## src/rtl/mem_access_sequencer.sv

```systemverilog
// MEM-stage access engine: sequences pointer-chase reads and a final word/byte
// load or store over a single-outstanding cache handshake, stalling upstream meanwhile.
module mem_access_sequencer #(
    parameter int DATA_WIDTH   = 16,
    parameter int ADDR_WIDTH   = 16,
    parameter int MAX_INDIRECT = 1
) (
    input  logic                    clk,
    input  logic                    reset,
    input  logic                    req_valid,
    input  logic                    req_read,
    input  logic                    req_write,
    input  logic                    req_byte,
    input  logic                    req_indirect,
    input  logic [ADDR_WIDTH-1:0]   req_addr,
    input  logic [DATA_WIDTH-1:0]   req_wdata,
    output logic                    stall,
    output logic                    done,
    output logic [DATA_WIDTH-1:0]   rdata,
    output logic                    mem_read,
    output logic                    mem_write,
    output logic [DATA_WIDTH/8-1:0] mem_byte_enable,
    output logic [ADDR_WIDTH-1:0]   mem_address,
    output logic [DATA_WIDTH-1:0]   mem_wdata,
    input  logic [DATA_WIDTH-1:0]   mem_rdata,
    input  logic                    mem_resp,
    output logic [1:0]              dbg_state
);
    localparam int NB = DATA_WIDTH / 8;
    localparam int L  = $clog2(NB);

    typedef enum logic [1:0] {
        S_IDLE = 2'd0,
        S_PTR  = 2'd1,
        S_DATA = 2'd2,
        S_DONE = 2'd3
    } state_t;

    state_t                state_q, state_d;
    logic [ADDR_WIDTH-1:0] cur_addr_q, cur_addr_d;
    logic [2:0]            ptr_cnt_q, ptr_cnt_d;
    logic                  write_q, write_d;
    logic                  byte_q, byte_d;
    logic [DATA_WIDTH-1:0] wdata_q, wdata_d;
    logic [DATA_WIDTH-1:0] rdata_q, rdata_d;

    logic                  new_req;
    logic [L-1:0]          lane;
    logic [L+2:0]          lane_bit;
    logic [ADDR_WIDTH-1:0] aligned;
    logic [NB-1:0]         lane_onehot;
    logic [7:0]            lane_byte;

    assign new_req     = req_valid & (req_read | req_write);
    assign lane        = cur_addr_q[L-1:0];
    assign lane_bit    = {lane, 3'b000};
    assign aligned     = {cur_addr_q[ADDR_WIDTH-1:L], {L{1'b0}}};
    assign lane_onehot = {{(NB-1){1'b0}}, 1'b1} << lane;
    assign lane_byte   = mem_rdata[lane_bit +: 8];

    assign rdata     = rdata_q;
    assign dbg_state = state_q;

    always_ff @(posedge clk) begin
        if (reset) begin
            state_q    <= S_IDLE;
            cur_addr_q <= '0;
            ptr_cnt_q  <= '0;
            write_q    <= 1'b0;
            byte_q     <= 1'b0;
            wdata_q    <= '0;
            rdata_q    <= '0;
        end else begin
            state_q    <= state_d;
            cur_addr_q <= cur_addr_d;
            ptr_cnt_q  <= ptr_cnt_d;
            write_q    <= write_d;
            byte_q     <= byte_d;
            wdata_q    <= wdata_d;
            rdata_q    <= rdata_d;
        end
    end

    // Handshake: mem_read/mem_write is a request held steady (with address, data and
    // enables) until the single-cycle mem_resp; the transfer completes on that edge.
    always_comb begin
        state_d         = state_q;
        cur_addr_d      = cur_addr_q;
        ptr_cnt_d       = ptr_cnt_q;
        write_d         = write_q;
        byte_d          = byte_q;
        wdata_d         = wdata_q;
        rdata_d         = rdata_q;
        stall           = 1'b0;
        done            = 1'b0;
        mem_read        = 1'b0;
        mem_write       = 1'b0;
        mem_byte_enable = '1;
        mem_address     = aligned;
        mem_wdata       = '0;

        case (state_q)
            S_IDLE: begin
                if (new_req) begin
                    stall      = 1'b1;
                    cur_addr_d = req_addr;
                    ptr_cnt_d  = '0;
                    write_d    = req_write;
                    byte_d     = req_byte;
                    wdata_d    = req_wdata;
                    state_d    = req_indirect ? S_PTR : S_DATA;
                end
            end
            S_PTR: begin
                stall    = 1'b1;
                mem_read = 1'b1;
                if (mem_resp) begin
                    // Pointer is taken verbatim; its low bits pick the final byte lane.
                    cur_addr_d = ADDR_WIDTH'(mem_rdata);
                    ptr_cnt_d  = ptr_cnt_q + 3'd1;
                    if (ptr_cnt_q + 3'd1 == 3'(MAX_INDIRECT)) begin
                        state_d = S_DATA;
                    end
                end
            end
            S_DATA: begin
                stall = 1'b1;
                if (write_q) begin
                    mem_write = 1'b1;
                    if (byte_q) begin
                        mem_wdata       = {NB{wdata_q[7:0]}};
                        mem_byte_enable = lane_onehot;
                    end else begin
                        mem_wdata = wdata_q;
                    end
                end else begin
                    mem_read = 1'b1;
                end
                if (mem_resp) begin
                    if (!write_q) begin
                        rdata_d = byte_q ? {{(DATA_WIDTH-8){1'b0}}, lane_byte} : mem_rdata;
                    end
                    state_d = S_DONE;
                end
            end
            S_DONE: begin
                done    = 1'b1;
                state_d = S_IDLE;
            end
            default: state_d = S_IDLE;
        endcase
    end
endmodule

```

## config.mk

```make
export PLATFORM = sky130hd
export DESIGN_NAME = mem_access_sequencer
export DESIGN_NICKNAME = d
export VERILOG_FILES = /design/src/rtl/mem_access_sequencer.sv
export SDC_FILE = /design/constraint.sdc
export NUM_CORES = 1
export LEC_CHECK = 0
export BUFFER_PORTS_ARGS = -buffer_cell sky130_fd_sc_hd__buf_2
export CAP_MARGIN = 20
export CORE_UTILIZATION = 52
export DETAILED_ROUTE_END_ITERATION = 10
export HOLD_SLACK_MARGIN = 0.08
export PLACE_DENSITY_LB_ADDON = 0.12
export SLEW_MARGIN = 20
export SYNTH_ARGS = -nofsm -noshare
export SYNTH_HDL_FRONTEND = slang
export SYNTH_SLANG_ARGS = --single-unit
export TNS_END_PERCENT = 30
```

## constraint.sdc

```tcl
create_clock -name clk -period 5.1 [get_ports clk]
set_input_delay 1.02 -clock clk [delete_from_list [all_inputs] [get_ports clk]]
set_output_delay 1.02 -clock clk [all_outputs]
set_load 0.03 [all_outputs]
```

==> key figures <==
Die
  – Initial Util: 0.5478
  – Die Area: 0.005784 mm2
  – Boundary pin count: 112
  – CORE AREA: 0.005205 mm2
  – Die width: 76.05 um
  – Die Y-Extent: 76.05 um
  – Row count: 26

Timing
  – Final hold vios: 0
  – Fin crit share: 0.6142
  – Final min period: 3.133 ns
  – Clock Skew: 0.006720 ns
  – Fin Hold WS: 0.4531 ns
  – Slew Viols, Final: 0
  – FMAX: 319.2 MHz
  – Max transition margin: 0.2731
  – RSZ-0062 raised after global routing: false
  – Slew @ Worst Pin: 1.090 ns
  – Final setup viols: 0
  – TNS Setup: 0 ns

Route
  – DR pass1 iterations: 4
  – DR WL/cell: 14.05 um
  – DRC violation count after routing: 0
  – DR iter-0 viols: 120
  – DR vias: 2,699
  – Detail Route Antenna Nets: 0
  – Vias per inst: 5.398
  – WL final: 7027 um

Clock tree
  – TritonCTS clock tree: yes
  – PostCTS Resize Cnt: 0
  – Setup bufs post-CTS: 0
  – CTS root buf: clkbuf_8
  – Clk slew on worst S/H paths: 0.10 ns
  – CTS sink cnt: 55
  – Max clock buf depth: 2
  – Clk Latency, worst-skew pair: 0.31 ns
  – Total CTS buffers: 5
  – Hold_buf cts: 0
  – H-tree Lvls: 2

Logic synthesis
  – Yosys reg bits: 55
  – Synth Flop Type: dfxtp_1
  – Syn_nets: 416
  – Cell variety after synth: 38
  – Post-synth ARST share: 0
  – Post-Syn Area: 0.002851 mm2
  – Synthesis Warnings: 0
  – Mean Syn Cell Area: 8.078 um2
  – Sequential share of the synthesized area: 0.3861
  – EDFF count, synth: 0
  – Synth Instances: 353

Pwr
  – Worst VDD drop: 0.4602 mV
  – Power density cells: 496.2 mW/mm2
  – Power Total: 1.658 mW
  – Pleak: 1.477 nW

Setup path
  – CP Launch Type: register
  – Critical path's largest stage delay: 0.41 ns
  – Setup CP Type: reg2out
  – CP required: 4.08 ns
  – WP data arrival: 2.11 ns
  – Most used cell along the critical path: nor2_1
  – Crit path capture type: primary output
  – Crit path max-delay cell type: nor2_4
  – Max FO, Critical Path: 19
  – Critical Path, Cell by Cell: inv_1 -> ha_1 -> inv_2 -> nor2_4 -> nor2_1 -> nor2_1 -> buf_2

GRT
  – Aggregate global routing overflow: 0
  – First-pass GRT wire length: 11,570 um
  – Initial antenna violation count: 0
  – Vias in the first global route: 2,471
  – Largest net degree at the start of global routing: 54
  – GRT Total Usage: 0.2452

Placement
  – Post-DP HPWL: 4827 um
  – Placed Area: 0.003238 mm2
  – GP Congestion: 0.7381
  – IO Port Bufs: 110

Run
  – Max-Cap Viols: 0

Cells and area
  – Fillers: 506
  – Ant diodes: 0
  – Design area: 0.003342 mm2
  – Area grow syn2layout: 17.20%
  – Share of cells above drive strength 1: 0.3186
  – Fin nets: 492

Outcome
  – Status: complete, no violations

Hold path
  – HP Class: reg2reg
==> path summary, 6_finish.rpt <==
| kind | start | endpoint | slack [ns] | cells past startpoint |
|---|---|---|---|---|
| setup reg to reg | dbg_state[1]$_SDFFE_PP0P_ | dbg_state[0]$_SDFFE_PP0P_ | 2.57 | 6 |
| hold reg to reg | rdata[13]$_SDFFE_PP0P_ | rdata[13]$_SDFFE_PP0P_ | 0.45 | 2 |
| setup / recovery | dbg_state[1]$_SDFFE_PP0P_ | stall | 1.97 | 7 |
| hold / removal | rdata[13]$_SDFFE_PP0P_ | rdata[13]$_SDFFE_PP0P_ | 0.45 | 2 |
==> worst max-delay path: cells and delay by family (launching register included) <==
family | cells | cell delay, ns
simple gates | 3 | 0.58
buf+inv | 3 | 0.52
fa+ha+maj | 1 | 0.36
flops | 1 | 0.35
==> cell usage in the layout (no fill, tap or decap), drive strengths merged, types with 9 or more instances in the layout <==
cell and n:
o21ai 17, dfxtp 55, a21oi 32, nand3 12
nand3b 9, nor2 41, a211oi 18, buf 110
nand2 56, or3 16
==> cell families (layout without fill, tap and decap cells) <==
family,count (synthesis),count (layout),share of synthesized area
AND/OR/NAND/NOR,148,148,0.2435
AO/OA/AOI/OAI,82,82,0.2032
flip-flops,55,55,0.3861
buffers and inverters,50,127,0.1000
multiplexers,9,9,0.03203
adder cells (fa/ha/maj),7,7,0.03071
other,1,1,0.001315
XOR/XNOR,1,1,0.003072
==> per-stage QoR <==
stage                       util  setup WS (ns)  instances
after global placement    0.6221          2.129        492
after CTS                 0.6421          1.937        500
final                     0.6421          1.967        500
after detailed placement  0.6221          2.105        492
after floorplan                -          2.152        353
after global routing      0.6421          1.744        500
==> state kept, by name, summed over array words and instances (netlist names) <==
signal and flops:
cur_addr_q 16, rdata 16, wdata_q 16, ptr_cnt_q 3
dbg_state 2, byte_q 1, write_q 1
==> routing by layer <==
| layer | share of wire | vias up | wire length, um | global-route usage |
|---|---|---|---|---|
| met5 | 0 | - | 0 | 0 |
| met4 | 0.011 | 0 | 78 | 0.08654 |
| met3 | 0.064 | 8 | 449 | 0.05269 |
| met2 | 0.46 | 92 | 3247 | 0.4018 |
| met1 | 0.46 | 1250 | 3252 | 0.3188 |
| li1 | - | 1349 | - | - |
==> power by group <==
group	switching [mW]	leakage, nW	internal (mW)
clock network	0.142	0.0505	0.124
logic	0.531	0.975	0.262
registers	0.0713	0.451	0.528
==> synthesized netlist by cell type (6+ instances only) <==
master,number,share of area
nand3b_1,9,0.024
o21ai_0,16,0.028
and3_1,8,0.018
a311oi_1,8,0.025
a211oi_1,7,0.018
mux2i_1,8,0.028
clkbuf_1,12,0.016
a21oi_1,32,0.056
buf_4,22,0.058
nand3_1,12,0.021
a211oi_2,10,0.044
nand2_1,56,0.074
nor2_1,39,0.051
buf_2,6,0.011
ha_1,7,0.031
dfxtp_1,55,0.39
or3_1,16,0.035
inv_1,7,0.0092
==> area by class of cell <==
type,count,area (um2),area share
Tap cell,70,87.58,0.02621
Clock buffer,7,96.34,0.02883
Inverter,9,33.78,0.01011
Clock inverter,1,7.507,0.002246
Sequential cell,55,1101,0.3295
Multi-Input combinational cell,248,1465,0.4384
Timing Repair Buffer,110,550.5,0.1647
(Power assumes the default switching activity.)
